File: src/rtl/bcd_convert_seq.sv
// bcd_convert_seq
// Sequential binary-to-BCD converter using shift-and-add-3 with one bit per clock.
// It feeds packed decimal digits to the eight-digit display controller.
//
// Ports:
//   clk         system clock
//   reset       asynchronous, active-low reset
//   start       convert request, accepted only while idle
//   bin         binary value, sampled on the accepting edge
//   busy        registered, high from the edge after acceptance through the done cycle
//   done        one-cycle pulse when bcd/neg have just been updated
//   bcd         packed result, digit i in [4i+3:4i] (digit 0 = ones)
//   neg         sign of the displayed value (0 unless SIGNED_DISPLAY_EN)
//   state_dbg_o current FSM state (IDLE=0, SHIFT=1, DONE=2) for observation
//
// Handshake: a conversion starts on a clk edge where start=1 and the FSM is IDLE.
// A start that arrives at any other time is dropped, not queued.
// bcd/neg change only on the edge that raises done, so a consumer that latches on done
// never sees a partial result.
//
// Optional build macro: SIGNED_DISPLAY_EN. When it is defined, bin is two's complement.
// The converter shows the magnitude on bcd and the sign on neg.
module bcd_convert_seq #(
  parameter int WIDTH  = 16,
  parameter int DIGITS = 5
) (
  input  logic                  clk,
  input  logic                  reset,
  input  logic                  start,
  input  logic [WIDTH-1:0]      bin,
  output logic                  busy,
  output logic                  done,
  output logic [4*DIGITS-1:0]   bcd,
  output logic                  neg,
  output logic [1:0]            state_dbg_o
);

  localparam int CW = (WIDTH > 1) ? $clog2(WIDTH) : 1;

  typedef enum logic [1:0] {
    IDLE  = 2'd0,
    SHIFT = 2'd1,
    DONE  = 2'd2
  } state_t;

  state_t               state_q, state_d;
  logic [CW-1:0]        cnt_q, cnt_d;
  logic [WIDTH-1:0]     bin_work_q, bin_work_d;
  logic [4*DIGITS-1:0]  bcd_work_q, bcd_work_d;
  logic [4*DIGITS-1:0]  bcd_q, bcd_d;
  logic                 busy_q, busy_d;
  logic                 done_q, done_d;
  logic [4*DIGITS-1:0]  bcd_adj;
  logic [WIDTH-1:0]     bin_load;

`ifdef SIGNED_DISPLAY_EN
  logic neg_work_q, neg_work_d;
  logic neg_q, neg_d;
  logic neg_load;

  // The negation wraps, so the most negative input loads as its own bit pattern.
  // That pattern is the correct unsigned magnitude (0x8000 -> 32768).
  always_comb begin
    neg_load = bin[WIDTH-1];
    bin_load = bin[WIDTH-1] ? WIDTH'(~bin + 1'b1) : bin;
  end
`else
  always_comb begin
    bin_load = bin;
  end
`endif

  // Add-3 correction: any digit of 5 or more would exceed 9 after the doubling shift.
  always_comb begin
    bcd_adj = bcd_work_q;
    for (int i = 0; i < DIGITS; i++) begin
      if (bcd_work_q[4*i +: 4] >= 4'd5) begin
        bcd_adj[4*i +: 4] = bcd_work_q[4*i +: 4] + 4'd3;
      end
    end
  end

  always_comb begin
    state_d    = state_q;
    cnt_d      = cnt_q;
    bin_work_d = bin_work_q;
    bcd_work_d = bcd_work_q;
    bcd_d      = bcd_q;
    busy_d     = 1'b0;
    done_d     = 1'b0;
`ifdef SIGNED_DISPLAY_EN
    neg_work_d = neg_work_q;
    neg_d      = neg_q;
`endif
    unique case (state_q)
      IDLE: begin
        if (start) begin
          bin_work_d = bin_load;
          bcd_work_d = '0;
          cnt_d      = '0;
          busy_d     = 1'b1;
          state_d    = SHIFT;
`ifdef SIGNED_DISPLAY_EN
          neg_work_d = neg_load;
`endif
        end
      end
      SHIFT: begin
        busy_d     = 1'b1;
        bcd_work_d = {bcd_adj[4*DIGITS-2:0], bin_work_q[WIDTH-1]};
        bin_work_d = {bin_work_q[WIDTH-2:0], 1'b0};
        cnt_d      = cnt_q + 1'b1;
        if (cnt_q == CW'(WIDTH-1)) begin
          state_d = DONE;
        end
      end
      DONE: begin
        // The result is published here, so the done pulse and busy both appear in the
        // cycle after this edge. The FSM is already back in IDLE by then.
        bcd_d   = bcd_work_q;
        busy_d  = 1'b1;
        done_d  = 1'b1;
        state_d = IDLE;
`ifdef SIGNED_DISPLAY_EN
        neg_d   = neg_work_q;
`endif
      end
      default: begin
        state_d = IDLE;
      end
    endcase
  end

  always_ff @(posedge clk or negedge reset) begin
    if (!reset) begin
      state_q    <= IDLE;
      cnt_q      <= '0;
      bin_work_q <= '0;
      bcd_work_q <= '0;
      bcd_q      <= '0;
      busy_q     <= 1'b0;
      done_q     <= 1'b0;
`ifdef SIGNED_DISPLAY_EN
      neg_work_q <= 1'b0;
      neg_q      <= 1'b0;
`endif
    end else begin
      state_q    <= state_d;
      cnt_q      <= cnt_d;
      bin_work_q <= bin_work_d;
      bcd_work_q <= bcd_work_d;
      bcd_q      <= bcd_d;
      busy_q     <= busy_d;
      done_q     <= done_d;
`ifdef SIGNED_DISPLAY_EN
      neg_work_q <= neg_work_d;
      neg_q      <= neg_d;
`endif
    end
  end

  assign busy        = busy_q;
  assign done        = done_q;
  assign bcd         = bcd_q;
  assign state_dbg_o = state_q;
`ifdef SIGNED_DISPLAY_EN
  assign neg         = neg_q;
`else
  assign neg         = 1'b0;
`endif

endmodule

File: config.mk
export PLATFORM = sky130hd
export DESIGN_NAME = bcd_convert_seq
export DESIGN_NICKNAME = d
export VERILOG_FILES = /design/src/rtl/bcd_convert_seq.sv
export SDC_FILE = /design/constraint.sdc
export NUM_CORES = 1
export LEC_CHECK = 0
export CORE_AREA = 4 4 85 87
export DETAILED_ROUTE_END_ITERATION = 16
export DIE_AREA = 0 0 89 91
export GPL_ROUTABILITY_DRIVEN = 0
export PLACE_DENSITY = 0.75
export SLEW_MARGIN = 20
export SYNTH_ARGS = -nofsm -noshare
export SYNTH_HDL_FRONTEND = slang
export SYNTH_SLANG_ARGS = --single-unit
File: constraint.sdc
create_clock -name clk -period 1.97 [get_ports clk]
set_clock_uncertainty 0.2 [all_clocks]
set_input_delay 0.2955 -clock clk [delete_from_list [all_inputs] [get_ports clk]]
set_output_delay 0.2955 -clock clk [all_outputs]
set_load 0.03 [all_outputs]
==> results.yml <==
global_route:
  antenna_found_initial: 0
  grt_pass1_vias: 2207
  grt_usage: 0.161
  grtUsageMet3: 0.0543
  global_route.usage.met1: 0.211
  met2_usage: 0.245
  grt_overflow: 0
  grt_max_degree: 65
  grt_pass1_wl_mm: 10.1
  busiest_layer: "met2"
cts:
  worstSkewPairLatency_ns: 0.34
  cts_sinks: 64
  cts_root_buf: "clkbuf_8"
  postCtsSetupBuffers: 0
  cts_buffer_depth: 2
  numCtsBuffers: 9
  htreeDepth: 3
  cts_tree: "done"
  path_clk_slew_ns: 0.07
worst_setup_path:
  crit_path_end_kind: "output pin"
  r2r_start: "state_dbg_o[0]$_DFFE_PN0P_"
  cp_cell_sequence: "clkdlybuf4s50_1"
  r2r_setup_slack_ns: 0.10
  arrival_ns: 1.39
  crit_family: "buffers and inverters"
  max_stage_delay_ns: 0.68
  required_ns: 1.47
  crit_type: "reg2out"
  worstPathBufferInverterCount: 1
  critPathLaunchType: "flop"
  critPathSlowestCell: "clkdlybuf4s50_1"
  cp_max_fo: 2
  timing.critical_path.from: "bcd[3]$_DFFE_PN0P_"
floorplanning:
  die_y_um: 91
  dieArea_um2: 8100
  start_util: 0.493
  io_pins: 44
  core_area_um2: 6350
  row_count: 29
  dieWidth_um: 89
logic_synthesis:
  syn_inst: 266
  syn_nets: 300
  synth_area_leaders: "dfrtp_1 51%, mux2_2 7.6%, ha_1 6.0%, mux2i_1 5.8%, o21ai_0 3.8%"
  synth.cell_area_um2: 3130
  syn_area_per_cell_um2: 11.8
  synth_seq_cells: 64
  ys_types: 33
  yosysWarnings: 0
  synth_top_area_cell: "dfrtp_1"
  yosysTopAreaCellShare: 0.512
  synth-seq-area-share: 0.512
timing:
  fin_ws_ns: 0.0868
  finalCritPeriodShare: 0.956
  post-route-min-period_ns: 1.88
  slew_violations: 0
  setup-violations-final: 0
  max_freq_mhz: 531
  finalHoldViolations: 0
route:
  drc: 0
  ant_nets: 0
  wire_per_inst_um: 15.1
  detail_route.iter0.violations: 90
  drt-total-wl_mm: 6.07
  num_vias: 2208
  vias_per_cell: 5.48
  detail_route.first_pass.iterations: 4
layout:
  drive_gt1_frac: 0.218
  num_antenna_cells: 0
  syn_to_final_growth_pct: 27.7
  final_cells: 403
  final_net_count: 355
  n_fill_cell: 477
place:
  port_buffers: 42
  dp.final_hpwl_mm: 3.94
  dp.cells: 384
  place_ws_ns: 0.0129
worst_hold_path:
  min_path_type: "in2async"
power:
  power_mw: 5.10
  peakVddDrop_uv: 679
  p_leak_nw: 1.82
  power_density_nw_per_um2: 1280
outcome:
  outcome: "finished clean"
run:
  cap_violations: 0
## what timing repair did
| item | CTS | global route |
|---|---|---|
| resized for setup | 0 | 9 |
| setup endpoints to repair | 0 | 27 |
| endpoints found under the hold margin | 64 | 0 |
| hold buffers | 1 | 0 |
## report_power, final
group	internal, mW	leakage, nW	switching [mW]
clock	0.616	0.0993	0.504
sequential	1.65	0.856	0.291
combinational	0.968	0.862	1.07
## stage by stage
step	instance area [um^2]	setup TNS, ns	utilization	hold slack (ns)
finish	4000	0	0.629	0.287
global route	4000	-0.00526	0.629	0.319
CTS	3910	0	0.616	0.287
detailed placement	3710	0	0.584	0.136
global placement	3710	0	0.584	0.139
floorplan	3130	0	-	-0.200
## sequential cells by signal, indices dropped and copies added (netlist names)
signal	flops
bcd	20
bcd_work_q	20
bin_work_q	16
busy	1
cnt_q	4
done	1
state_dbg_o	2
## layer usage
layer | share of wire | wire length (um)
met2 | 0.48 | 2920
met4 | 0.017 | 104
met1 | 0.46 | 2810
met3 | 0.038 | 233
met5 | 0 | 0
## cells in the mapped netlist
master     n
nand3_1    7
mux2i_2    1
a32o_1     5
xor2_1     4
buf_2      8
mux2i_1   18
nand2_1   25
ha_1      15
buf_4      1
a221o_1    1
nor2_1     4
conb_1     1
mux2_2    21
nand2b_1   6
nor3_1     1
o32ai_2    4
o21a_1     1
a31oi_1    1
dfrtp_1   64
o31ai_2    5
a22o_1     1
nor2b_4    1
o22ai_1    5
a21oi_1    8
buf_6      3
o311ai_1   5
nand2b_4   1
clkbuf_1   3
o21ai_0   24
nor2b_1    3
inv_1     13
xnor2_1    5
nand3b_1   1
## cells by family (layout without fill, tap and decap cells)
group                      Yosys count  in the layout  synth area share
xor gates and xnor gates             9              9            0.0252
other                                1              1           0.00120
muxes                               40             40             0.138
AOI/OAI and AO/OA                   60             60             0.142
buffers and inverters               28             88            0.0452
DFF                                 64             64             0.512
adders and majority gates           15             15            0.0600
and+or+nand+nor                     49             49            0.0768
## cell type report
cell class | instances | area (um^2) | area share
well taps | 77 | 96.3 | 0.0241
clock buffers | 11 | 141 | 0.0354
repair buffers | 59 | 639 | 0.160
flip-flops and latches | 64 | 1600 | 0.401
clock inverters | 5 | 56.3 | 0.0141
inverters | 13 | 48.8 | 0.0122
multi-input cells | 174 | 1410 | 0.353
## path summary, 6_finish.rpt
check,to,cells after the start
setup / recovery,bcd[3],1
hold / removal,done$_DFF_PN0_,3
setup reg to reg,bin_work_q[15]$_DFFE_PN0P_,7
hold reg to reg,bin_work_q[6]$_DFFE_PN0P_,2
max in group asynchronous,bcd[16]$_DFFE_PN0P_,3
min in group clk,bin_work_q[6]$_DFFE_PN0P_,2
## cells in the final DEF (no fill, tap or decap), types with 3 or more instances in the layout
cell type        instances
clkdlybuf4s50_1         39
o21ai_0                 24
a32o_1                   5
xnor2_1                  5
nand2b_1                 6
a21oi_1                  8
o311ai_1                 5
dfrtp_1                 62
o22ai_1                  5
nand2_1                 25
buf_4                    9
o31ai_2                  5
xor2_1                   4
clkbuf_8                10
o32ai_2                  4
mux2_2                  21
ha_1                    13
buf_12                   4
nor2_1                   4
nor2b_1                  3
nand3_1                  7
mux2i_1                 18
inv_1                   11
Power figures use the tool's default switching activity.
